===== src/rtl/spi_slave.sv =====
// SPI mode-0 responder, MSB first, 8-bit frames. SCK/NCS/MOSI are oversampled in
// the clk domain; edges become registered strobes that drive a two-state FSM.
module spi_slave #(
  parameter int SYNC = 2
) (
  input  logic       clk,
  input  logic       reset,
  input  logic       spck,
  input  logic       ncs,
  input  logic       mosi,
  output logic       miso,
  input  logic [7:0] thr,
  output logic [7:0] rhr,
  output logic       txrdy_tick,
  output logic       rxrdy_tick,
  output logic       done_tick
);

  typedef enum logic {ST_IDLE, ST_ACTIVE} state_e;

  logic [SYNC-1:0] sck_sync_q, ncs_sync_q, mosi_sync_q;
  logic            sck_s, ncs_s, mosi_s;
  logic            sck_prev_q, ncs_prev_q;
  logic            sck_re_q, sck_fe_q, cs_fe_q, cs_re_q;

  state_e     state_q, state_d;
  logic [2:0] n_q, n_d;
  logic [7:0] tx_q, tx_d;
  logic [7:0] rx_q, rx_d;
  logic [7:0] rhr_q, rhr_d;
  logic       txrdy_q, txrdy_d;
  logic       rxrdy_q, rxrdy_d;
  logic       done_q, done_d;
  logic       miso_q;

  assign sck_s  = sck_sync_q[SYNC-1];
  assign ncs_s  = ncs_sync_q[SYNC-1];
  assign mosi_s = mosi_sync_q[SYNC-1];

  // Synchronizers reset low so a chip select already held low across reset
  // cannot fake a falling edge; a fresh ncs fall is required.
  always_ff @(posedge clk or posedge reset) begin
    if (reset) begin
      sck_sync_q  <= '0;
      ncs_sync_q  <= '0;
      mosi_sync_q <= '0;
      sck_prev_q  <= 1'b0;
      ncs_prev_q  <= 1'b0;
      sck_re_q    <= 1'b0;
      sck_fe_q    <= 1'b0;
      cs_fe_q     <= 1'b0;
      cs_re_q     <= 1'b0;
    end else begin
      sck_sync_q  <= {sck_sync_q[SYNC-2:0], spck};
      ncs_sync_q  <= {ncs_sync_q[SYNC-2:0], ncs};
      mosi_sync_q <= {mosi_sync_q[SYNC-2:0], mosi};
      sck_prev_q  <= sck_s;
      ncs_prev_q  <= ncs_s;
      sck_re_q    <= sck_s & ~sck_prev_q;
      sck_fe_q    <= ~sck_s & sck_prev_q;
      cs_fe_q     <= ~ncs_s & ncs_prev_q;
      cs_re_q     <= ncs_s & ~ncs_prev_q;
    end
  end

  always_ff @(posedge clk or posedge reset) begin
    if (reset) begin
      state_q <= ST_IDLE;
      n_q     <= 3'd0;
      tx_q    <= 8'h00;
      rx_q    <= 8'h00;
      rhr_q   <= 8'h00;
      txrdy_q <= 1'b0;
      rxrdy_q <= 1'b0;
      done_q  <= 1'b0;
      miso_q  <= 1'b0;
    end else begin
      state_q <= state_d;
      n_q     <= n_d;
      tx_q    <= tx_d;
      rx_q    <= rx_d;
      rhr_q   <= rhr_d;
      txrdy_q <= txrdy_d;
      rxrdy_q <= rxrdy_d;
      done_q  <= done_d;
      miso_q  <= (state_q == ST_ACTIVE) & tx_q[7];
    end
  end

  // Chip-select release has priority over any spck edge in the same cycle.
  always_comb begin
    state_d = state_q;
    n_d     = n_q;
    tx_d    = tx_q;
    rx_d    = rx_q;
    rhr_d   = rhr_q;
    txrdy_d = 1'b0;
    rxrdy_d = 1'b0;
    done_d  = 1'b0;
    case (state_q)
      ST_IDLE: begin
        if (cs_fe_q) begin
          tx_d    = thr;
          txrdy_d = 1'b1;
          n_d     = 3'd0;
          state_d = ST_ACTIVE;
        end
      end
      ST_ACTIVE: begin
        if (cs_re_q) begin
          done_d  = 1'b1;
          state_d = ST_IDLE;
        end else if (sck_re_q) begin
          rx_d = {rx_q[6:0], mosi_s};
          if (n_q == 3'd7) begin
            rhr_d   = {rx_q[6:0], mosi_s};
            rxrdy_d = 1'b1;
            n_d     = 3'd0;
          end else begin
            n_d = n_q + 3'd1;
          end
        end else if (sck_fe_q) begin
          // n==0 here means bit 7 was just received: reload for the next byte.
          if (n_q == 3'd0) begin
            tx_d    = thr;
            txrdy_d = 1'b1;
          end else begin
            tx_d = {tx_q[6:0], 1'b0};
          end
        end
      end
      default: state_d = ST_IDLE;
    endcase
  end

  assign miso       = miso_q;
  assign rhr        = rhr_q;
  assign txrdy_tick = txrdy_q;
  assign rxrdy_tick = rxrdy_q;
  assign done_tick  = done_q;

endmodule


===== config.mk =====
export PLATFORM = sky130hd
export DESIGN_NAME = spi_slave
export DESIGN_NICKNAME = d
export VERILOG_FILES = /design/src/rtl/spi_slave.sv
export SDC_FILE = /design/constraint.sdc
export NUM_CORES = 1
export LEC_CHECK = 0
export ABC_AREA = 1
export CORE_UTILIZATION = 30
export DETAILED_ROUTE_END_ITERATION = 8
export REMOVE_ABC_BUFFERS = 1
export SLEW_MARGIN = 20
export SYNTH_ARGS = -nofsm -noshare
export SYNTH_HDL_FRONTEND = slang
export SYNTH_SLANG_ARGS = --single-unit

===== constraint.sdc =====
create_clock -name clk -period 1.5 [get_ports clk]
set_input_delay 0.3 -clock clk [delete_from_list [all_inputs] [get_ports clk]]
set_output_delay 0.3 -clock clk [all_outputs]
set_load 0.005 [all_outputs]

======== Word-level counts from Yosys, hierarchy flattened ========
Index checks and enable logic that the tools add are counted.
storage, ports and cells
  bits in registers ....................... 43
  input port bits ......................... 13
  output and inout port bits .............. 12
  logic and storage cells ................. 66
cells by class
  add/subtract/negate cells ............... 1
  equality and inequality tests ........... 6
  multiplexer cells ....................... 25
  bitwise logic cells ..................... 11
  reductions and logical operators ........ 5
operators by type and width
  cell                                                           count
  8-bit two-way mux                                              5
  8-bit case mux with 2 select lines                             1
  1-bit two-way mux                                              12
  3-bit two-way mux                                              4
  2-bit inequality test, second input constant                   5
  4-bit AND reduction                                            2
  1-bit NOT                                                      6
  3-bit case mux with 2 select lines                             1
  3-bit AND reduction                                            2
  1-bit AND                                                      5
  1-bit case mux with 2 select lines                             2
  3-bit by 1-bit adder with 3-bit output, second input constant  1
  3-bit equality test, second input constant                     1
  3-bit zero test                                                1

======== Logic depth before layout (Yosys ltp) ========
Gate-level depths: netlist of the first run.
  depth in word-level cells ............... 6
  mapped depth ............................ 7

======== Worst setup path before layout of the first run ========
OpenSTA, ideal clock, no wires.
  kind .................................... reg2reg
  start ................................... register n_q[0]
  end ..................................... register rhr_q[3], in the netlist rhr[3]
  library setup time ...................... 74 ps
  data arrival time ....................... 1157 ps
  required time ........................... 1426 ps
  slack ................................... 269 ps
  cell stages (with the launch flop) ...... 7
  path buffers ............................ 1
  period minus slack after synthesis ...... 1231 ps
  cell sequence ........................... dfrtp_1 > ha_1 > ha_1 > nand2_2 > buf_6 > nand2_1 > o21ai_2
between the ends
  cells in the longest elaborated chain, start to end .. 2
RTL lines
  what                           RTL line  RTL
  from (decl)                    27        logic [2:0] n_q, n_d;
  from (signal assigned)         79        n_q <= n_d;
  3-bit equality test            115       if (n_q == 3'd7) begin
  4-bit AND reduction (no line)  n/a
  to (signal assigned)           82        rhr_q <= rhr_d;
  to (decl)                      30        logic [7:0] rhr_q, rhr_d;
Every way passes these cells.
A chain may end at the register's enable or synchronous reset.

======== Worst setup path after layout of the first run ========
  start ................................... register rhr_q[7], in the netlist rhr[7]
  end ..................................... output port rhr[7]
RTL lines
  what       RTL line  RTL
  to (decl)  13        output logic [7:0] rhr,
No word-level cell between the ends.

==> metrics.yaml, run 1 <==
floorplanning:
  io_pins: 25
  die_y_um: 77.98
  initial_core_util_pct: 31.26
  fp.dieW_um: 77.98
  row_count: 27
  dieArea_um2: 6080
  core_region_area_um2: 5540
power:
  peakVddDrop_mv: 0.6566
  power.net_switching_w: 0.0008401
  clkPwrFrac_pct: 25.0
  p_per_area_nw_per_um2: 1270
  p_leak_nw: 1.176
  comb_power_share_pct: 22.2
  p_int_w: 0.001961
  seq_power_share_pct: 52.8
  p_sw_share_pct: 29.99
finish:
  fin_nets: 226
  antennaDiodeCount: 0
  drive_gt1_share_pct: 13.33
  area_growth_syn_to_layout_pct: 27.38
  fin_cells: 282
synth:
  ys_ff_latch: 43
  synth_area_per_cell_um2: 9.839
  synth_cell_types: 16
  synth_seq_area_share_pct: 62.14
  synthCells: 176
  yosysWarnings: 0
  syn_area_um2: 1732
place:
  place_inst: 273
  gp_congestion: 0.7323
  io_buffers: 24
  dp_hpwl_mm: 1.962
clock_tree:
  clock_latency_ns: 0.29
  clockRootBuffer: "clkbuf_8"
  cts_sinks: 43
  holdBufCountCts: 0
  tritoncts: "built"
  clock_path_buffers: 2
  cts.reportedPaths.clkPinSlew_ns: 0.08
  h-tree-depth: 2
  cts_inserted_buffers: 5
grt:
  use_met1_pct: 15.44
  busiest_layer: "met2"
  grtUsageMet2_pct: 18.41
  grt_pass1_vias: 1287
  met3_usage_pct: 3.529
  grt_max_degree: 44
  antenna_found_initial: 0
  grtUsageTotal_pct: 11.88
  overflow: 0
  grt_pass1_wl_mm: 5.609
critical_path:
  start_kind: "register"
  crit_fanout: 2
  worstPathRequired_ns: 1.20
  arrival_ns: 1.15
  crit_chain: "clkdlybuf4s50_1"
  criticalPathCategory: "register to output port"
  cp_top_family: "buffers and inverters"
  crit_path_end_kind: "output port"
  max_stage_delay_ns: 0.50
  critPathBufInv: 1
  cp_slowest_cell: "clkdlybuf4s50_1"
sta:
  slew_viol_final: 0
  max_freq_mhz: 689.8
  setup_violations: 0
  fin_crit_sh_pct: 96.64
  tightest_slew_ns: 0.2903
  rsz0062_at_grt: "false"
  finalSetupTns_ns: 0
  slew_headroom_pct: 80.60
  finalHoldViolCount: 0
  period_minus_slack_ns: 1.450
  fin_skew_ns: 0.006172
  whs_ns: 0.3548
detailed_routing:
  vias: 1215
  drt-pass1-iter-count: 4
  drtAntennaViolNets: 0
  first_iter_violations: 43
  viasPerCell: 4.309
  finalWirelength_mm: 2.971
  drc: 0
  wl_per_cell_um: 10.54
run_status:
  outcome: "finished, final reports clean"
run:
  cap_viol_max_count: 0
worst_hold_path:
  hold_path.class: "register to register"
## stage by stage
step | instance area, um^2 | utilization, % | worst slack [ns] | power [W]
floorplan | 1705 | - | 0.1889 | 0.001905
global placement | 2098 | 37.87 | 0.2612 | 0.002110
detailed placement | 2098 | 37.87 | 0.2251 | 0.002131
CTS | 2181 | 39.36 | 0.005902 | 0.002843
global route | 2206 | 39.81 | 0.0005194 | 0.003014
finish | 2206 | 39.81 | 0.05041 | 0.002801
## kinds of logic after synthesis
group                    synth area share [%]
AND/OR/NAND/NOR                         21.39
adder cells (fa/ha/maj)                 2.168
buffers and inverters                   7.586
flip-flops                              62.14
AO/OA/AOI/OAI                           6.720
## power by group through the flow
stage / Combinational (W) / Sequential (W) / Clock [W]
5_1_grt: 0.000729 / 0.00150 / 0.000781
3_5_place_dp: 0.000629 / 0.00150 / 0
2_1_floorplan: 0.000418 / 0.00149 / 0
4_1_cts: 0.000633 / 0.00148 / 0.000730
3_3_place_gp: 0.000616 / 0.00149 / 0
6_report: 0.000621 / 0.00148 / 0.000700
## worst paths after layout
check / from / to / slack [ns] / cells after the start
max: rhr[7] / rhr[7] / 0.05 / 1
min: sck_sync_q[0] / sck_sync_q[1] / 0.35 / 0
max reg2reg: n_q[0] / rhr[6] / 0.21 / 6
min reg2reg: sck_sync_q[0] / sck_sync_q[1] / 0.35 / 0
max in group asynchronous: reset / tx_q[6] / 0.94 / 3
min in group asynchronous: reset / ncs_sync_q[0] / 0.36 / 3
## layout make-up
class | instances | area, um^2
Fill cell | 565 | 3334
Clock inverter | 2 | 13.76
Sequential cell | 43 | 1076
Tap cell | 72 | 90.09
Multi-Input combinational cell | 101 | 524.3
Timing Repair Buffer | 31 | 327.8
Inverter | 28 | 105.1
Clock buffer | 5 | 68.82
## registers in the layout, summed over array words and instances (netlist names)
name         count
done_tick        1
n_q              3
txrdy_tick       1
state_q          1
sck_sync_q       2
rx_q             7
miso             1
tx_q             8
ncs_sync_q       2
sck_fe_q         1
sck_prev_q       1
rxrdy_tick       1
rhr              8
mosi_sync_q      2
ncs_prev_q       1
cs_fe_q          1
sck_re_q         1
cs_re_q          1
## cells in the mapped netlist (all sizes together)
library cell / count / area, um^2
nand2: 46 / 182.7
nor2: 8 / 40.04
ha: 3 / 37.54
nor3: 1 / 5.000
dfrtp: 43 / 1076
buf: 4 / 26.27
inv: 28 / 105.1
o21ai: 18 / 116.4
nand3b: 7 / 52.55
nand3: 18 / 90.09
## metal layers
layer	wire length, um	part of all wire [%]
met1	1569	53
met2	1239	42
met3	130	4.4
met4	32	1.1
met5	0	0
## repair_timing
| action | CTS | global route |
|---|---|---|
| gates resized for setup | 0 | 4 |
| buffers inserted | 0 | 2 |
| endpoints found under the setup margin | 0 | 6 |
## cell usage in the layout, fill, tap and decap left out, types with 2 or more instances in the layout
cell type and count:
clkdlybuf4s50_1 20, nor2_1 6, ha_1 3, nand3b_1 7
buf_12 2, dfrtp_1 43, inv_1 27, clkbuf_8 5
o21ai_2 7, dlymetal6s2s_1 4, nand2_1 42, buf_4 5
nand3_1 18, nand2_2 4, o21ai_0 11
(Power assumes the default switching activity.)
==> inputs of run 2 (changes only) <==
CAP_MARGIN = 5   (was not set)
==> results of run 2 <==
Same layout as run 1: the final DEF is identical, and so are final timing and power.
==> inputs of run 3 (changes only) <==
==> constraint.sdc (replaced) <==
create_clock -name clk -period 1.5 [get_ports clk]
set_input_delay 0.3 -clock clk [delete_from_list [all_inputs] [get_ports clk]]
set_output_delay 0.3 -clock clk [all_outputs]
set_load 0.02 [all_outputs]
==> run 3 against run 2 <==
Routed wire length is 1.9% higher. Critical path depth stayed put. Clock skew hardly changed. Largest cell class unchanged. Combinational power is 1% higher. Sequential power hardly changed. Utilization is 0.29 points lower.
==> metrics.yaml, run 3 (synthesis gave the netlist of run 1 again) <==
power:
  seq_power_share_pct: 49.7
  peakVddDrop_mv: 0.4693
  power.net_switching_w: 0.0008596
  p_leak_nw: 1.152
  p_sw_share_pct: 28.85
  p_int_w: 0.002120
  clkPwrFrac_pct: 29.2
  power_w: 0.002980
  p_per_area_nw_per_um2: 1361
  comb_power_share_pct: 21.0
run:
  cap_viol_max_count: 0
sta:
  setup_violations: 0
  fin_ws_ns: 0.1878
  tightest_slew_ns: 0.2766
  fin_skew_ns: 0.005725
  rsz0062_at_grt: "false"
  max_freq_mhz: 762.1
  period_minus_slack_ns: 1.312
  slew_headroom_pct: 81.52
  finalSetupTns_ns: 0
  fin_crit_sh_pct: 87.48
  finalHoldViolCount: 0
  slew_viol_final: 0
critical_path:
  critPathBufInv: 1
  crit_chain: "dlygate4sd2_1"
  start_kind: "register"
  worstPathRequired_ns: 1.20
  crit_fanout: 2
  max_stage_delay_ns: 0.39
  cp_slowest_cell: "dfrtp_1"
  crit_path_end_kind: "output port"
  cp_top_family: "flip-flops"
  criticalPathCategory: "register to output port"
  arrival_ns: 1.01
detailed_routing:
  first_iter_violations: 42
  wl_per_cell_um: 10.81
  finalWirelength_mm: 3.028
  vias: 1182
  drt-pass1-iter-count: 4
  drtAntennaViolNets: 0
  viasPerCell: 4.221
  drc: 0
grt:
  grt_pass1_vias: 1259
  antenna_found_initial: 0
  grt_max_degree: 44
  grtUsageTotal_pct: 12.01
  grt_pass1_wl_mm: 5.623
  overflow: 0
place:
  io_buffers: 24
  postPlaceCellArea_um2: 2098
  pre_cts_ws_ns: 0.2069
  gp_congestion: 0.7379
  dp_hpwl_mm: 1.977
finish:
  layout_commonest_cell: "dfrtp_1"
  antennaDiodeCount: 0
  mostFrequentLayoutCells: "dfrtp_1 (43), nand2_1 (42), inv_1 (27), nand3_1 (18)"
  area_growth_syn_to_layout_pct: 26.45
  fillers: 569
  drive_gt1_share_pct: 12.50
  fin_area_um2: 2190
  fin_nets: 224
clock_tree:
  holdBufCountCts: 0
  cts.reportedPaths.clkPinSlew_ns: 0.08
  h-tree-depth: 2
  clock_path_buffers: 2
  clock_latency_ns: 0.29
  cts_sinks: 43
  tritoncts: "built"
  clockRootBuffer: "clkbuf_8"
  cts_inserted_buffers: 5
floorplanning:
  io_pins: 25
  dieArea_um2: 6080
  fp.dieW_um: 77.98
  die_y_um: 77.98
  core_region_area_um2: 5540
  row_count: 27
  initial_core_util_pct: 31.26
run_status:
  outcome: "finished, final reports clean"
worst_hold_path:
  hold_path.class: "input port to asynchronous set/reset pin"
==> run 3: final cells by class <==
class / instances / area [um^2] / area share (%)
Clock buffer: 5 / 68.82 / 3.143
Clock inverter: 2 / 37.54 / 1.714
Sequential cell: 43 / 1076 / 49.14
Timing Repair Buffer: 29 / 287.8 / 13.14
Multi-Input combinational cell: 101 / 524.3 / 23.94
Tap cell: 72 / 90.09 / 4.114
Inverter: 28 / 105.1 / 4.800
==> run 3: per-layer routing <==
metal	up-vias	part of all wire, %	GRT usage [%]
li1	608	-	-
met1	541	52	15.73
met2	28	42	17.96
met3	5	5.0	3.882
met4	0	1.5	5.556
met5	-	0	0
==> run 3: stage by stage <==
stage | std cells | utilization (%) | hold slack [ns]
after floorplan | 172 | - | 0.3312
after global placement | 273 | 37.87 | 0.3317
after detailed placement | 273 | 37.87 | 0.3347
after CTS | 280 | 39.52 | 0.3543
after global routing | 280 | 39.52 | 0.3614
final | 280 | 39.52 | 0.3488
==> run 3: power by group through the flow <==
stage / Combinational [W] / Clock, W / Sequential (W)
floorplan: 0.000418 / 0 / 0.00150
global placement: 0.000631 / 0 / 0.00150
detailed placement: 0.000642 / 0 / 0.00150
CTS: 0.000637 / 0.000910 / 0.00148
global route: 0.000729 / 0.000957 / 0.00151
finish: 0.000627 / 0.000871 / 0.00148
==> run 3: timing repair <==
item / 4_1_cts / 5_1_grt
endpoints found under the hold margin: 0 / 0
gates resized for setup: 12 / 0
setup buffers: 0 / 0
endpoints found under the setup margin: 12 / 0
==> run 3: worst paths after layout <==
kind / from / to / slack [ns] / cells after the start
max: rhr[6] / rhr[6] / 0.19 / 1
min: reset / sck_sync_q[0] / 0.35 / 3
max reg2reg: n_q[0] / rhr[4] / 0.20 / 6
min reg2reg: sck_sync_q[0] / sck_sync_q[1] / 0.35 / 0
max in group asynchronous: reset / txrdy_tick / 0.94 / 3
min in group clk: sck_sync_q[0] / sck_sync_q[1] / 0.35 / 0
